[config.mk]
export PLATFORM = sky130hd
export DESIGN_NAME = bus_master_if
export DESIGN_NICKNAME = d
export VERILOG_FILES = /design/src/rtl/bus_master_if.sv
export SDC_FILE = /design/constraint.sdc
export NUM_CORES = 1
export LEC_CHECK = 0
export CORE_UTILIZATION = 40
export DETAILED_ROUTE_END_ITERATION = 16
export GPL_TIMING_DRIVEN = 0
export PLACE_DENSITY = 0.83
export SKIP_CTS_REPAIR_TIMING = 1
export SLEW_MARGIN = 30
export SYNTH_ARGS = -nofsm -noshare
export SYNTH_HDL_FRONTEND = slang
export SYNTH_SLANG_ARGS = --single-unit
[constraint.sdc]
create_clock -name clk -period 1.85 [get_ports clk]
set_input_delay 0.2775 -clock clk [delete_from_list [all_inputs] [get_ports clk]]
set_output_delay 0.2775 -clock clk [all_outputs]
set_load 0.01 [all_outputs]
[src/rtl/bus_master_if.sv]
// Per-master bus interface: turns a one-cycle CPU access into the req/grant/as/rdy handshake, 3+ cycles after the request.
// cpu_busy stalls the pipeline until rdy; BUS_MASTER_TIMEOUT_EN adds an abort with bus_err when rdy never arrives.
module bus_master_if #(
  parameter int ADDR_W  = 30,
  parameter int DATA_W  = 32,
  parameter int TIMEOUT = 255
) (
  input  logic              clk,
  input  logic              rst,
  input  logic              cpu_req,
  input  logic              cpu_rw,
  input  logic [ADDR_W-1:0] cpu_addr,
  input  logic [DATA_W-1:0] cpu_wr_data,
  input  logic              cpu_stall,
  input  logic              cpu_flush,
  output logic [DATA_W-1:0] cpu_rd_data,
  output logic              cpu_busy,
  output logic              bus_req,
  input  logic              bus_grnt,
  output logic [ADDR_W-1:0] bus_addr,
  output logic              bus_as,
  output logic              bus_rw,
  output logic [DATA_W-1:0] bus_wr_data,
  input  logic [DATA_W-1:0] bus_rd_data,
  input  logic              bus_rdy,
  output logic              bus_err
);

  typedef enum logic [2:0] {IDLE, REQ, ACCESS, WAIT_RDY, HOLD} state_t;

  state_t            state, state_nxt;
  logic [DATA_W-1:0] rd_buf;
  logic              accept, done, abort;

`ifdef BUS_MASTER_TIMEOUT_EN
  logic [7:0] tmo_cnt;
  logic       err_q;
  logic       tmo_hit;

  // The abort cycle is the WAIT_RDY cycle in which err_q is already visible.
  assign tmo_hit = (state == WAIT_RDY) && !bus_rdy && !err_q && (tmo_cnt == 8'(TIMEOUT - 1));
  assign abort   = (state == WAIT_RDY) && err_q;
  assign bus_err = err_q;

  always_ff @(posedge clk) begin
    if (rst) begin
      tmo_cnt <= '0;
      err_q   <= 1'b0;
    end else begin
      err_q <= tmo_hit;
      if ((state == REQ) && bus_grnt)
        tmo_cnt <= '0;
      else if ((state == WAIT_RDY) && !bus_rdy && !err_q)
        tmo_cnt <= tmo_cnt + 8'd1;
    end
  end
`else
  assign abort   = 1'b0;
  assign bus_err = 1'b0;
`endif

  assign accept = (state == IDLE) && cpu_req && !cpu_flush;
  assign done   = (state == WAIT_RDY) && bus_rdy && !abort;

  always_ff @(posedge clk) begin
    if (rst) state <= IDLE;
    else     state <= state_nxt;
  end

  always_comb begin
    state_nxt   = state;
    cpu_busy    = 1'b0;
    cpu_rd_data = rd_buf;
    case (state)
      IDLE: begin
        if (accept) begin
          cpu_busy  = 1'b1;
          state_nxt = REQ;
        end
      end
      REQ: begin
        cpu_busy = 1'b1;
        if (bus_grnt) state_nxt = ACCESS;
      end
      ACCESS: begin
        cpu_busy  = 1'b1;
        state_nxt = WAIT_RDY;
      end
      WAIT_RDY: begin
        if (abort) begin
          cpu_rd_data = '0;
          state_nxt   = cpu_stall ? HOLD : IDLE;
        end else if (bus_rdy) begin
          cpu_rd_data = bus_rd_data;
          state_nxt   = cpu_stall ? HOLD : IDLE;
        end else begin
          cpu_busy = 1'b1;
        end
      end
      HOLD: begin
        if (!cpu_stall) state_nxt = IDLE;
      end
      default: state_nxt = IDLE;
    endcase
  end

  // Bus-side registers: latched on accept, held through the access, parked at completion.
  always_ff @(posedge clk) begin
    if (rst) begin
      bus_req     <= 1'b0;
      bus_as      <= 1'b0;
      bus_rw      <= 1'b1;
      bus_addr    <= '0;
      bus_wr_data <= '0;
      rd_buf      <= '0;
    end else begin
      bus_as <= (state == REQ) && bus_grnt;
      if (accept) begin
        bus_req     <= 1'b1;
        bus_addr    <= cpu_addr;
        bus_rw      <= cpu_rw;
        bus_wr_data <= cpu_wr_data;
      end else if (done || abort) begin
        bus_req     <= 1'b0;
        bus_rw      <= 1'b1;
        bus_addr    <= '0;
        bus_wr_data <= '0;
      end
`ifdef BUS_MASTER_TIMEOUT_EN
      if (tmo_hit) bus_req <= 1'b0;
`endif
      if (done && bus_rw) rd_buf <= bus_rd_data;
    end
  end

endmodule
### After elaboration in Yosys (flattened, before gate mapping)

Cells that the tools add are included.

| word-level totals | value |
|---|---|
| register bits after elaboration | 100 |
| bits in latches | 0 |
| memory bits (writable) | 0 |
| ROM bits | 0 |
| input port bits | 102 |
| output and inout port bits | 99 |
| logic and storage cells | 44 |
| memories | 0 |

| cells by class | value |
|---|---|
| add/sub/neg operators | 0 |
| multipliers | 0 |
| div/mod/pow operators | 0 |
| magnitude comparators | 0 |
| equal/unequal tests | 8 |
| shifts and indexed selects | 0 |
| mux-type cells | 19 |
| bitwise operators | 0 |
| reductions and logical operators | 10 |

Operator list:

| operator | number |
|---|---|
| $mux 32 | 4 |
| $mux 30 | 2 |
| $mux 3 | 5 |
| $pmux 3 s5 | 1 |
| $ne 2x2->1 const B | 4 |
| $eq 3x2->1 const B | 2 |
| $mux 1 | 6 |
| $logic_and 1x1->1 | 5 |
| $reduce_and 4->1 | 1 |
| $eq 3x1->1 const B | 1 |
| $eq 3x3->1 const B | 1 |
| $logic_not 3->1 | 1 |
| $pmux 1 s3 | 1 |
| $reduce_bool 2->1 | 1 |
| $reduce_or 2->1 | 1 |
| $logic_not 1->1 | 1 |

### Logic depth before layout (Yosys ltp)

Gate-level depths: netlist of run 1.

| logic depth | value |
|---|---|
| depth after elaboration | 5 |
| depth in mapped cells | 6 |
| mapped depth without buffers | 3 |

### Worst setup path before layout of run 1

Ideal clock, no wire load.

| timing path | value |
|---|---|
| path kind | reg-to-output |
| from | register state[2] |
| to | output port cpu_rd_data[23] |
| arrival time | 1221 ps |
| required time | 1572 ps |
| setup slack | 351 ps |
| stages on the path, launching flop included | 5 |
| path buffers | 2 |
| cell sequence | dfxtp_1 > buf_2 > nand4b_4 > buf_2 > mux2_1 |

| between the ends | value |
|---|---|
| word-level cells in the longest chain between the ends | 2 |

RTL lines:

| what | RTL line | text |
|---|---|---|
| start, declared | 31 | `state_t state, state_nxt;` |
| start signal, assigned | 67 | `else state <= state_nxt;` |
| $eq 3x2->1 | 74 | `case (state)` |
| $mux 32 | 74 |  |
| end, declared | 16 | `output logic [DATA_W-1:0] cpu_rd_data,` |

Every way passes these cells.

### Worst setup path after layout of run 1

| timing path | value |
|---|---|
| from | register state[2] |
| to | output port cpu_rd_data[13] |

Same word-level chain as after synthesis.

==> metrics.txt, run 1 <==
number of cell rows 36; root buf cell sky130_fd_sc_hd__clkbuf_8; total inserted antenna cells 0; Mean Syn Cell Area 11.5 um^2; share of the cycle needed by the critical path after routing 121%; top-level port count 201; max-capacitance violation count 0; combinational group share of total power 17.2%; data arrival time of the critical path 1.95 ns; initial cell density of the core 41.3%; fraction of layout cells with a size suffix above 1 21.4%; Simple-Gate Fraction of Synth Area 13.5%; number of buffers between clock root and the deepest sink 2; highest net fanout along the worst path 7; DR vias 3578; largest family of logic cells by synthesized area multiplexers; end point of the worst hold path state[2]$_SDFFE_PP0P_; net count after synthesis 455; Hold Fails Final Rpt 0; Synthesis Warnings 0; Die Span X 103 um; Clock Skew 0.00675 ns; cell depth of the worst hold path 3; number of violations reported at the end of detailed-routing iteration 0 72; TritonCTS clock tree done; Clk network pwr share 30.8%; via count of the first global-routing pass 3433; synthesized cell area 4060 um^2; Die Outline Area 10500 um^2; largest net degree at the start of global routing 19; Hold Startpoint cpu_stall; CTS sink cnt 100; upper clock frequency limit 0.448 GHz; DRC errors left 0; H-tree depth reported by CTS 3; synthesis-to-finish area growth 66.4%; pre-CTS WS -0.620 ns; transition at the pin with the smallest max-transition slack 0.614 ns; peak supply drop 0.355 mV; total of fill cells in the finished design 757; unrepaired setup endpoints after global routing yes; number of CTS-inserted buffers 9; number of cells traversed by the worst register-to-register path 7; slack of the worst reg-to-reg path 0.18 ns; Slew Limit Headroom 59.1%; area share of fa/ha/maj cells after synthesis 0%; failing checks negative setup slack; final wirelength 12200 um; count of final max-slew check failures 0; outcome finished, violations left; Net Sw Frac 25.5%; antenna violations before repair 0; endpoint kind of the worst setup timing path primary output; gr ovfl total 0; number of search-and-repair iterations in the first detailed-routing pass 4; sequential group share of total power 52.0%; leakage 2.85 nW; P_sw 1.12 mW; number of nets at the end of the flow 690; final period demand of the worst path 2.23 ns; clock latency of the later-clocked register in the worst-skew pair 0.36 ns; post-layout worst setup margin -0.382 ns; routability cong. 0.723; power per unit of standard cell area 650 nW/um^2; number of register bits inferred by synthesis 100; number of cells after detailed placement 684; Clock Pin Slew Worst Setup and Hold Paths 0.10 ns; worst flop-to-flop path startpoint state[2]$_SDFFE_PP0P_; internal portion of total power 3.27 mW; Post-DRT Antenna Nets 0; kind of start point of the critical path register; number of library cell types mapped by synthesis 29; DIE HEIGHT 103 um; final standard cell utilization of the core 68.7%; class of the most critical setup path register to primary output; XOR/XNOR Fraction of Synth Area 0%; sequential cell area fraction in the yosys report 49.4%; Reg2Reg Capture Point bus_rw$_SDFFE_PP1P_; Setup violations, final 31; drt wl/cell 16.7 um; min-delay worst type primary input to register; Port Buf Inserts 198; Final HPWL DP 8660 um; global-route total usage across every layer 20.5%; complex-gate fraction of the synthesized area 14.9%; Core ar. 9820 um^2; DR vias/cell 4.93; Critical Path RT 1.57 ns; Cells after Synth 353; wire length of the first global-routing pass 16500 um; multiplexer area fraction after synthesis 16.8%; count of non-filler cells in the finished layout 726
-- layout make-up --
type	instances	area, um^2	share of cell area (%)
clock inverter	6	56.3	0.834
sequential	100	2000	29.7
tap	133	166	2.47
inverter	3	11.3	0.167
buffer	31	258	3.82
multi-input combinational	220	1890	28.0
timing repair buffer	223	2220	32.9
clock buffer	10	138	2.04
-- per-layer routing --
layer | track usage, % | vias to the layer above | wire length [um]
li1 | - | 1726 | -
met1 | 21.9 | 1684 | 4630
met2 | 37.2 | 150 | 6140
met3 | 7.46 | 18 | 1170
met4 | 6.92 | 0 | 214
met5 | 0 | - | 0
-- power by group through the flow --
stage / clock (mW) / sequential (mW) / combinational (mW)
final: 1.35 / 2.28 / 0.754
after floorplan: 0 / 2.36 / 0.242
after CTS: 1.38 / 2.28 / 0.740
after global placement: 0 / 2.32 / 0.718
after global routing: 1.46 / 2.29 / 0.807
after detailed placement: 0 / 2.33 / 0.735
-- sequential cells by signal, indices dropped and copies added (netlist names) --
| name | cells |
|---|---|
| bus_rw | 1 |
| rd_buf | 32 |
| bus_addr | 30 |
| bus_as | 1 |
| bus_req | 1 |
| state | 3 |
| bus_wr_data | 32 |
-- layout by cell type (no fill, tap or decap), types with 3 or more instances in the layout --
cell,count
sky130_fd_sc_hd__a22o_1,62
sky130_fd_sc_hd__buf_4,15
sky130_fd_sc_hd__buf_6,31
sky130_fd_sc_hd__buf_8,3
sky130_fd_sc_hd__clkbuf_1,7
sky130_fd_sc_hd__clkbuf_16,3
sky130_fd_sc_hd__clkbuf_2,15
sky130_fd_sc_hd__clkbuf_4,6
sky130_fd_sc_hd__clkbuf_8,10
sky130_fd_sc_hd__clkdlybuf4s50_1,164
sky130_fd_sc_hd__clkinv_4,3
sky130_fd_sc_hd__dfxtp_1,98
sky130_fd_sc_hd__dlymetal6s2s_1,8
sky130_fd_sc_hd__inv_1,3
sky130_fd_sc_hd__mux2_1,5
sky130_fd_sc_hd__mux2_2,19
sky130_fd_sc_hd__mux2_4,8
sky130_fd_sc_hd__mux2i_1,32
sky130_fd_sc_hd__nand2_1,3
sky130_fd_sc_hd__nand2b_1,67
sky130_fd_sc_hd__nor2_1,3
sky130_fd_sc_hd__nor3_1,4
-- stage by stage --
| step | area, um^2 | total power, mW | hold slack (ns) | TNS [ns] |
|---|---|---|---|---|
| 4_1_cts | 6400 | 4.40 | 0.449 | -20.72 |
| 6_report | 6750 | 4.38 | 0.461 | -8.11 |
| 5_1_grt | 6750 | 4.55 | 0.458 | -10.50 |
| 3_3_place_gp | 6200 | 3.04 | 0.455 | -29.30 |
| 3_5_place_dp | 6200 | 3.06 | 0.454 | -31.24 |
| 2_1_floorplan | 4060 | 2.60 | 0.408 | 0 |
-- cells by family (layout without fill, tap and decap cells) --
group	Yosys count	count (layout)
compound gates	69	69
buf+inv	34	273
mux	64	64
flops	100	100
simple gates	85	86
other cells	1	1
-- synthesized netlist by cell type --
cell	number	area, um^2
sky130_fd_sc_hd__a21oi_1	2	10.0
sky130_fd_sc_hd__a22o_1	62	543
sky130_fd_sc_hd__a22oi_1	2	15.0
sky130_fd_sc_hd__a2bb2oi_1	1	8.76
sky130_fd_sc_hd__and3_4	1	11.3
sky130_fd_sc_hd__and3b_1	1	8.76
sky130_fd_sc_hd__buf_2	11	55.1
sky130_fd_sc_hd__buf_4	4	30.0
sky130_fd_sc_hd__buf_6	8	90.1
sky130_fd_sc_hd__clkbuf_1	7	26.3
sky130_fd_sc_hd__clkbuf_2	1	5.00
sky130_fd_sc_hd__conb_1	1	3.75
sky130_fd_sc_hd__dfxtp_1	100	2000
sky130_fd_sc_hd__inv_1	3	11.3
sky130_fd_sc_hd__mux2_1	8	90.1
sky130_fd_sc_hd__mux2_2	24	270
sky130_fd_sc_hd__mux2i_1	32	320
sky130_fd_sc_hd__nand2_1	3	11.3
sky130_fd_sc_hd__nand2b_1	67	419
sky130_fd_sc_hd__nand4b_1	1	8.76
sky130_fd_sc_hd__nand4b_4	1	23.8
sky130_fd_sc_hd__nor2_1	3	11.3
sky130_fd_sc_hd__nor2_2	1	6.26
sky130_fd_sc_hd__nor2b_1	1	6.26
sky130_fd_sc_hd__nor3_1	4	20.0
sky130_fd_sc_hd__nor4_1	1	6.26
sky130_fd_sc_hd__nor4b_2	1	15.0
sky130_fd_sc_hd__o21ai_0	1	5.00
sky130_fd_sc_hd__o31ai_4	1	21.3
-- critical path, stage by stage, from the launching register on --
cell	delay, ns
sky130_fd_sc_hd__dfxtp_2	0.33
sky130_fd_sc_hd__buf_6	0.12
sky130_fd_sc_hd__nand4b_4	0.28
sky130_fd_sc_hd__buf_6	0.20
sky130_fd_sc_hd__clkbuf_16	0.14
sky130_fd_sc_hd__buf_6	0.11
sky130_fd_sc_hd__mux2_4	0.30
sky130_fd_sc_hd__buf_6	0.12
-- worst max-delay path by stage --
stage | from | end | slack (ns) | depth (start not counted)
after floorplan | state[2]$_SDFFE_PP0P_ | cpu_rd_data[23] | 0.35 | 4
after global placement | bus_rdy | cpu_rd_data[29] | -0.63 | 5
after detailed placement | bus_rdy | cpu_rd_data[29] | -0.62 | 5
after CTS | state[2]$_SDFFE_PP0P_ | cpu_rd_data[29] | -0.71 | 5
after global routing | state[1]$_SDFFE_PP0P_ | cpu_rd_data[13] | -0.46 | 7
final | state[2]$_SDFFE_PP0P_ | cpu_rd_data[13] | -0.38 | 7
Note: power is estimated with default switching activity, not from simulation.
==> run 2, diff against run 1 <==
- CORE_ASPECT_RATIO: unset -> 1.75
==> metrics.txt, run 2 (same netlist as run 1, synthesis figures left out) <==
outcome finished, violations left; failing checks negative setup slack; final wirelength 11800 um (-2.8%); Overall Power 4.91 mW (+12%); unrepaired setup endpoints after global routing yes; Regs by FF count bus_wr_data (32), rd_buf (32), bus_addr (30); fraction of layout cells with a size suffix above 1 22.8% (+1.4 points); largest net degree at the start of global routing 18 (-1); Port Buf Inserts 198 (unchanged); slack of the worst reg-to-reg path 0.08 ns (-0.10 ns); leakage 2.86 nW (+0.30%); post-layout worst setup margin -0.329 ns (+0.0528 ns); worst flop-to-flop path startpoint state[2]$_SDFFE_PP0P_; gr ovfl total 0 (unchanged); number of buffers between clock root and the deepest sink 2 (unchanged); share of the cycle needed by the critical path after routing 118% (-2.9 points); Die Span X 78.1 um (-24%); clock latency of the later-clocked register in the worst-skew pair 0.34 ns (-0.02 ns); DR vias 3580 (+0.056%); data arrival time of the critical path 1.90 ns (-0.05 ns); Reg2Reg Capture Point bus_wr_data[31]$_SDFFE_PP0P_; Slew Limit Headroom 60.7% (+1.7 points); Max stage delay cell, worst path sky130_fd_sc_hd__dfxtp_2; most common cell after layout, fill and taps aside sky130_fd_sc_hd__clkdlybuf4s50_1; top-level port count 201 (unchanged); number of nets at the end of the flow 693 (+0.43%); routability cong. 0.709 (-1.9%); Die Outline Area 10600 um^2 (+0.15%); number of cell rows 48 (+33%); min-delay worst type primary input to register; synthesis-to-finish area growth 68.3%; wire length of the first global-routing pass 17400 um (+5.3%); number of violations reported at the end of detailed-routing iteration 0 120 (+67%); sum of negative setup slack -6.32 ns (+1.79 ns); TritonCTS clock tree done; number of CTS-inserted buffers 9 (unchanged); upper clock frequency limit 0.459 GHz (+2.4%); Clock Skew 0.00793 ns (+0.00118 ns); highest-count cells in the layout ignoring fill and taps 164 x sky130_fd_sc_hd__clkdlybuf4s50_1, 99 x sky130_fd_sc_hd__dfxtp_1, 67 x sky130_fd_sc_hd__nand2b_1; H-tree depth reported by CTS 3 (unchanged); Core ar. 9850 um^2 (+0.31%); Most Frequent Cell on Critical Path sky130_fd_sc_hd__buf_6; via count of the first global-routing pass 3512 (+2.3%); total inserted antenna cells 0 (unchanged); final period demand of the worst path 2.18 ns (-0.0528 ns); kind of start point of the critical path register; Clock Pin Slew Worst Setup and Hold Paths 0.06 ns (-0.04 ns); ordered list of cells on the worst path buf_6, nand4b_4, buf_6, clkbuf_16, buf_4, mux2_2, buf_6; DRC errors left 0 (unchanged); total of fill cells in the finished design 758 (+0.13%); power per unit of standard cell area 720 nW/um^2 (+11%); number of cells traversed by the worst register-to-register path 8 (+1); max-capacitance violation count 0 (unchanged); Final HPWL DP 8630 um (-0.35%); count of final max-slew check failures 0 (unchanged); cell depth of the worst hold path 4 (+1); pre-CTS WS -0.624 ns (-0.00482 ns); highest net fanout along the worst path 7 (unchanged); antenna violations before repair 0 (unchanged); Hold Fails Final Rpt 0 (unchanged); CP peak stage delay 0.32 ns (about the same); Critical Path RT 1.57 ns (about the same); DR vias/cell 4.97 (+0.75%); peak supply drop 0.515 mV (+45%); Hold Startpoint bus_rdy; endpoint kind of the worst setup timing path primary output; initial cell density of the core 41.2% (-0.13 points); class of the most critical setup path register to primary output; DIE HEIGHT 135 um (+32%); Setup violations, final 31 (unchanged); CTS sink cnt 100 (unchanged); end point of the worst hold path state[1]$_SDFFE_PP0P_; root buf cell sky130_fd_sc_hd__clkbuf_16; drt wl/cell 16.4 um (-2.1%); transition at the pin with the smallest max-transition slack 0.589 ns (-0.0248 ns); global-route total usage across every layer 21.0% (+0.50 points); number of search-and-repair iterations in the first detailed-routing pass 4 (unchanged); Post-DRT Antenna Nets 0 (unchanged)
==> run 2: cell count changes in the layout (fill, tap and decap cells not counted), sizes merged <==
cell / before / now
clkbuf: 41 / 39
inv: 5 / 6
buf: 51 / 59
bufinv: 0 / 1
dlymetal6s2s: 8 / 6
nand4b: 3 / 2
clkinvlp: 1 / 0
clkinv: 3 / 2
==> run 2: how the worst max path moves through the flow <==
stage / startpoint / cells after the start / slack (ns) / endpoint
2_1_floorplan: state[2]$_SDFFE_PP0P_ / 4 / 0.35 / cpu_rd_data[23]
3_3_place_gp: bus_rdy / 5 / -0.60 / cpu_rd_data[28]
3_5_place_dp: bus_rdy / 5 / -0.62 / cpu_rd_data[28]
4_1_cts: state[2]$_SDFFE_PP0P_ / 5 / -0.65 / cpu_rd_data[28]
5_1_grt: state[2]$_SDFFE_PP0P_ / 7 / -0.39 / cpu_rd_data[6]
6_report: state[2]$_SDFFE_PP0P_ / 7 / -0.33 / cpu_rd_data[8]
==> run 2: where the power goes <==
part           switching (mW)  total, mW  internal [mW]
sequential             0.0468       2.28           2.24
clock                   0.816       1.88           1.06
combinational           0.269      0.747          0.478
==> run 2: worst max-delay path, delay by kind of cell, from the launching register on <==
family | cells | cell delay (ns)
buffers and inverters | 5 | 0.70
DFF | 1 | 0.32
and+or+nand+nor | 1 | 0.27
muxes | 1 | 0.27
==> run 2: routing by layer <==
metal | GRT usage [%] | wire [um] | vias to the layer above
met5 | 0 | 0 | -
met4 | 6.17 | 136 | 0
met3 | 6.20 | 800 | 11
met2 | 40.5 | 6690 | 144
met1 | 21.2 | 4190 | 1694
li1 | - | - | 1731
==> run 2: cell type report <==
cell class	instances	area (um^2)	area share, %
buffer	31	258	3.78
clock buffer	10	229	3.36
clock inverter	6	70.1	1.03
inverter	3	11.3	0.165
multi-input combinational	219	1880	27.6
sequential	100	2000	29.4
tap	125	156	2.29
timing repair buffer	227	2210	32.4
==> run 2: through the flow <==
stage,utilization [%],area [um^2],hold WS (ns),std cells
after global routing,69.3,6820,0.456,721
final,69.3,6820,0.432,721
after floorplan,-,4060,0.408,353
after CTS,65.9,6490,0.476,692
after detailed placement,62.9,6190,0.455,676
after global placement,62.9,6190,0.455,676
